===== src/rtl/alu_issue_unit.sv =====
// alu_issue_unit: sequential front-end for a combinational MIPS-style ALU.
// Instructions are queued in a small FIFO and dequeued one at a time while run is high.
// The rs/rt fields of each dequeued instruction are rewritten to the ALU's fixed
// operand addresses (00000/00001), and the operand values come from an internal
// 32x32 register file. The ALU result and flags are captured one cycle later and
// written back to the register file.
//
// Ports:
//   clk, rst_n          clock, asynchronous active-low reset
//   run                 allow dequeue (an instruction already in flight always completes)
//   in_valid/in_ready/in_instr   instruction push handshake
//   ld_en/ld_addr/ld_data        register file preload port
//   rd_addr/rd_data              combinational debug read of the register file
//   alu_instruction/alu_regA/alu_regB   operands driven to the ALU
//   alu_result/alu_flags         ALU response
//   wb_valid/wb_we/wb_addr/wb_data/wb_flags   completion report
//   fifo_count                   FIFO occupancy
module alu_issue_unit #(
  parameter int unsigned DEPTH   = 4,
  parameter bit          ZERO_R0 = 1'b1
) (
  input  logic                     clk,
  input  logic                     rst_n,
  input  logic                     run,
  input  logic                     in_valid,
  output logic                     in_ready,
  input  logic [31:0]              in_instr,
  input  logic                     ld_en,
  input  logic [4:0]               ld_addr,
  input  logic [31:0]              ld_data,
  input  logic [4:0]               rd_addr,
  output logic [31:0]              rd_data,
  output logic [31:0]              alu_instruction,
  output logic [31:0]              alu_regA,
  output logic [31:0]              alu_regB,
  input  logic [31:0]              alu_result,
  input  logic [2:0]               alu_flags,
  output logic                     wb_valid,
  output logic                     wb_we,
  output logic [4:0]               wb_addr,
  output logic [31:0]              wb_data,
  output logic [2:0]               wb_flags,
  output logic [$clog2(DEPTH):0]   fifo_count
);

  localparam int unsigned AW = $clog2(DEPTH);
  localparam int unsigned CW = AW + 1;

  typedef enum logic [0:0] {StIdle, StExec} state_e;

  state_e      state_q;
  logic [31:0] mem [DEPTH];
  logic [AW-1:0] wr_ptr_q, rd_ptr_q;
  logic [AW:0] count_q;
  logic [31:0] rf_q [32];
  logic [31:0] ir_q, op_a_q, op_b_q;

  logic        push, pop, exec;
  logic [31:0] head;
  logic [4:0]  head_rs, head_rt;
  logic [5:0]  opc;
  logic        is_rtype, is_itype;
  logic [4:0]  dest;
  logic        wr_en;
  logic [31:0] op_a_d, op_b_d;

  assign in_ready   = (count_q < CW'(DEPTH));
  assign fifo_count = count_q;
  assign push       = in_valid && in_ready;
  // The pop condition is the same in both states; in EXEC it means back-to-back issue.
  assign pop        = run && (count_q != '0);
  assign exec       = (state_q == StExec);

  assign head    = mem[rd_ptr_q];
  assign head_rs = head[25:21];
  assign head_rt = head[20:16];

  // Destination decode for the instruction currently in EXEC.
  assign opc      = ir_q[31:26];
  assign is_rtype = (opc == 6'b000000);
  assign is_itype = (opc >= 6'b001000) && (opc <= 6'b001110);
  assign dest     = is_rtype ? ir_q[15:11] : ir_q[20:16];
  assign wr_en    = exec && (is_rtype || is_itype) && !(ZERO_R0 && (dest == 5'd0));

  // Operand fetch with forwarding from a writeback landing on the same edge.
  always_comb begin
    op_a_d = rf_q[head_rs];
    if (wr_en && (dest == head_rs)) op_a_d = alu_result;
    if (ZERO_R0 && (head_rs == 5'd0)) op_a_d = '0;
    op_b_d = rf_q[head_rt];
    if (wr_en && (dest == head_rt)) op_b_d = alu_result;
    if (ZERO_R0 && (head_rt == 5'd0)) op_b_d = '0;
  end

  assign alu_instruction = exec ? {ir_q[31:26], 5'b00000, 5'b00001, ir_q[15:0]} : '0;
  assign alu_regA        = exec ? op_a_q : '0;
  assign alu_regB        = exec ? op_b_q : '0;

  assign rd_data = (ZERO_R0 && (rd_addr == 5'd0)) ? '0 : rf_q[rd_addr];

  // FIFO storage needs no reset; occupancy gates every read.
  always_ff @(posedge clk) begin
    if (push) mem[wr_ptr_q] <= in_instr;
  end

  always_ff @(posedge clk or negedge rst_n) begin
    if (!rst_n) begin
      wr_ptr_q <= '0;
      rd_ptr_q <= '0;
      count_q  <= '0;
    end else begin
      if (push) wr_ptr_q <= wr_ptr_q + 1'b1;
      if (pop)  rd_ptr_q <= rd_ptr_q + 1'b1;
      case ({push, pop})
        2'b10:   count_q <= count_q + 1'b1;
        2'b01:   count_q <= count_q - 1'b1;
        default: count_q <= count_q;
      endcase
    end
  end

  // Register file: writeback is ordered after preload so it wins on a collision.
  always_ff @(posedge clk or negedge rst_n) begin
    if (!rst_n) begin
      for (int i = 0; i < 32; i++) rf_q[i] <= '0;
    end else begin
      if (ld_en) rf_q[ld_addr] <= ld_data;
      if (wr_en) rf_q[dest] <= alu_result;
    end
  end

  // Issue FSM with registered completion outputs.
  always_ff @(posedge clk or negedge rst_n) begin
    if (!rst_n) begin
      state_q  <= StIdle;
      ir_q     <= '0;
      op_a_q   <= '0;
      op_b_q   <= '0;
      wb_valid <= 1'b0;
      wb_we    <= 1'b0;
      wb_addr  <= '0;
      wb_data  <= '0;
      wb_flags <= '0;
    end else begin
      wb_valid <= 1'b0;
      wb_we    <= 1'b0;
      if (exec) begin
        wb_valid <= 1'b1;
        wb_we    <= wr_en;
        wb_addr  <= dest;
        wb_data  <= alu_result;
        wb_flags <= alu_flags;
      end
      if (pop) begin
        ir_q    <= head;
        op_a_q  <= op_a_d;
        op_b_q  <= op_b_d;
        state_q <= StExec;
      end else begin
        state_q <= StIdle;
      end
    end
  end

endmodule


===== config.mk =====
export PLATFORM = sky130hd
export DESIGN_NAME = alu_issue_unit
export DESIGN_NICKNAME = d
export VERILOG_FILES = /design/src/rtl/alu_issue_unit.sv
export SDC_FILE = /design/constraint.sdc
export NUM_CORES = 2
export LEC_CHECK = 0
export BUFFER_PORTS_ARGS = -buffer_cell sky130_fd_sc_hd__buf_2
export CORE_AREA = 2 2 412 414
export DETAILED_ROUTE_END_ITERATION = 10
export DIE_AREA = 0 0 414 416
export GPL_TIMING_DRIVEN = 1
export PLACE_DENSITY_LB_ADDON = 0.3
export REMOVE_ABC_BUFFERS = 1
export SLEW_MARGIN = 20
export SYNTH_ARGS = -nofsm -noshare
export SYNTH_HDL_FRONTEND = slang
export SYNTH_SLANG_ARGS = --single-unit

===== constraint.sdc =====
create_clock -name clk -period 5.8 [get_ports clk]
set_input_delay 0.58 -clock clk [delete_from_list [all_inputs] [get_ports clk]]
set_output_delay 0.58 -clock clk [all_outputs]
set_load 0.1 [all_outputs]

==> impl_results.md <==
- Seq/Total Area, Yosys: 39.5%
- Clock buffer depth: 3
- Drt total wl: 349000 um
- Post-Synth XOR/XNOR Area: 0.0733%
- Initial antenna violation count: 20
- Initial drt markers: 12600
- Placed cell area: 0.0865 mm2
- Most used DFF post-synth: dfrtp_1
- Die footprint: 0.172 mm2
- Crit-path cells: mux2i_1 > mux2_4 > nand2_1 > nor2_1 > a22oi_1 > and4_1 > o21ai_1
- Setup Viol. Count Final: 0
- Die Y: 416 um
- Post-synthesis simple-gate area fraction: 10.4%
- Worst IR drop on VDD: 0.584 mV
- Placed cell count: 9795
- Startpoint types: register
- Slew Limit Fails: 0
- Largest net degree at the start of global routing: 140
- PD cells: 633 mW/mm2
- GP Congestion: 0.951
- LEAKAGE: 0.0401 uW
- Post-CTS Setup Inserts: 0
- Routed Antenna Nets: 0
- Drt via density: 7.15
- Largest family of logic cells by synthesized area: multiplexers
- Crit Path Category: reg -> reg
- TritonCTS Sinks: 1293
- # port buffers: 278
- # resized after CTS: 0
- Post-Route Skew: 69.1 ps
- Rows: 151
- DP HPWL: 196000 um
- Boundary Pins: 288
- Post-route design area: 0.0924 mm2
- Outcome: finished clean
- DR pass1 iterations: 9
- Post-synthesis mux area share: 34.0%
- H-tree levels: 4
- M1 wire length: 124000 um
- Max layer used: met5
- GRT Resource Usage Total: 39.7%
- Clock-pin slew on the worst setup and hold paths: 60 ps
- Layout Cells excl Fill: 10100
- Final worst-path cycle share: 81.6%
- Vias in the first global route: 68500
- Unrepaired setup endpoints after global routing: no
- Post-layout minimum cycle time: 4730 ps
- Post-CTS Hold Buffers: 36
- Synth cell types: 72
- Ys Warns: 0
- Core area: 0.168 mm2
- Adder-cell share of the synthesized area: 0.0988%
- Crit path DAT: 5470 ps
- Achievable Freq: 211 MHz
- Initial core utilization: 49.7%
- # DRC: 0
- Worst Path Buf+Inv: 0
- Seq cells post-synth: 1293
- Fin worst setup slack: 1070 ps
- Slowest cell on crit path: nor2_1
- Synth Cell Area: 0.0836 mm2
- Place WS: 1390 ps
- Fill cells: 14400
- Final hold vios: 0
- Final #Nets: 7893
- Compound-Gate Fraction of Synth Area: 11.5%
- Critical Path End Type: register
- Num CTS Buffers: 154
- Crit Path Max Fanout: 32
- Syn Inst Count: 8005
- Syn Area/Cell: 10.4 um2
- Worst EP required: 6530 ps
- CTS tree: built
- Grt ovf: 0
- Slew HR: 11.6%
- Actual slew at the worst max-slew pin: 1330 ps
- Met3 WL: 52700 um
- Root buffer cell: clkbuf_16
- Number of synthesized flops with an enable pin: 128
- First-pass GRT wire length: 497000 um
- Drt wl/cell: 34.5 um
- Total number of vias: 72400
- MaxCap Viol Count: 0
- Layout cells sized above 1: 19.1%
- Worst path max stage delay: 1190 ps
- Die W: 414 um
- Cell family with most CP delay: simple AND/OR/NAND/NOR gates
- Area grow syn2layout: 10.5%
- Routed wl met2: 143000 um
- Worst hold path class: in -> reg
- Clock Latency Late Sink: 850 ps
- Post-synth ARST share: 90.1%
-- kinds of logic after synthesis --
logic type | Yosys count
xor+xnor | 7
buf+inv | 909
fa+ha+maj | 6
other cells | 1
simple gates | 2078
mux | 2080
flops | 1293
compound gates | 1631
-- synth_stat cells, types with 80 or more instances --
master | instances | area share (%)
a21oi_1 | 1002 | 6.0
a22oi_1 | 81 | 0.73
and2_1 | 95 | 0.71
buf_1 | 154 | 0.69
buf_2 | 93 | 0.56
clkbuf_1 | 611 | 2.7
dfrtp_1 | 1165 | 35
edfxtp_1 | 128 | 4.6
mux2_2 | 80 | 1.1
mux2i_1 | 1398 | 17
mux4_2 | 602 | 16
nand2_1 | 670 | 3.0
nand3_1 | 125 | 0.75
nor2_1 | 1023 | 4.6
o21ai_0 | 114 | 0.68
-- placed cells by master, fill, tap and decap left out, types with 14 or more instances in the layout --
cell and n:
a211oi_1 67, a21oi_1 1002, a221o_1 32, a221oi_1 19, a22oi_1 81, a311o_1 18, a31oi_1 66, a32oi_1 62
and2_1 92, buf_12 26, buf_2 272, buf_4 162, bufinv_16 15, clkbuf_1 27, clkbuf_16 154, clkbuf_8 28
clkinv_2 23, dfrtp_1 1162, dlygate4sd3_1 36, edfxtp_1 128, mux2_2 76, mux2i_1 1398, mux4_2 596, nand2_1 632
nand2_4 36, nand3_1 117, nor2_1 998, nor2_4 21, nor2b_1 66, nor3_1 25, o211a_1 31, o21ai_0 114
o21ai_1 53, o22ai_1 14
-- layer usage --
| metal | track usage, % | vias up |
|---|---|---|
| met3 | 14.7 | 1663 |
| met5 | 0 | - |
| met2 | 55.0 | 6346 |
| met4 | 28.1 | 20 |
| met1 | 51.4 | 35400 |
| li1 | - | 29000 |
-- worst min-delay path: stages --
cell and delay, ps:
buf_2 120, o31ai_4 180, nand2_1 90, nand2_1 60
-- power breakdown --
part / total [uW] / internal, uW / switching, uW
registers: 18000 / 13300 / 4730
logic: 30200 / 12400 / 17800
clock network: 10300 / 5980 / 4340
-- flip-flops by register name, summed over array words and instances, names as in the netlist --
name,cells
rf_q,1024
mem,128
op_a_q,32
op_b_q,32
wb_data,32
ir_q,27
wb_addr,5
fifo_count,3
wb_flags,3
rd_ptr_q,2
wr_ptr_q,2
exec,1
wb_valid,1
wb_we,1
-- final timing paths --
check	start	to	slack [ps]	cells after the start
max	rd_ptr_q[1]	op_a_q[12]	1070	7
min	run	ir_q[17]	220	4
max reg2reg	rd_ptr_q[1]	op_a_q[12]	1070	7
min reg2reg	ir_q[4]	ir_q[4]	480	2
max in group asynchronous	rst_n	rf_q[396]	3950	3
min in group asynchronous	rst_n	rf_q[358]	320	2
-- layout make-up --
type / count / area [um2] / share of cell area (%)
multi-input cells: 5811 / 47600 / 51.6
flip-flops and latches: 1293 / 33000 / 35.7
clock buffers: 209 / 4340 / 4.70
repair buffers: 503 / 3590 / 3.89
well taps: 2218 / 2780 / 3.00
clock inverters: 68 / 972 / 1.05
inverters: 10 / 37.5 / 0.0406
diodes: 8 / 20.0 / 0.0217
-- per-stage QoR --
step / total power, uW / TNS, ps / hold slack, ps / util (%)
after floorplan: 38000 / -449030 / 284 / -
after detailed placement: 46800 / 0 / 458 / 51.5
final: 58500 / 0 / 217 / 54.9
after global placement: 46000 / 0 / 453 / 51.4
after global routing: 60500 / 0 / 204 / 54.9
after CTS: 57200 / 0 / 186 / 54.8
Power figures use the tool's default switching activity.
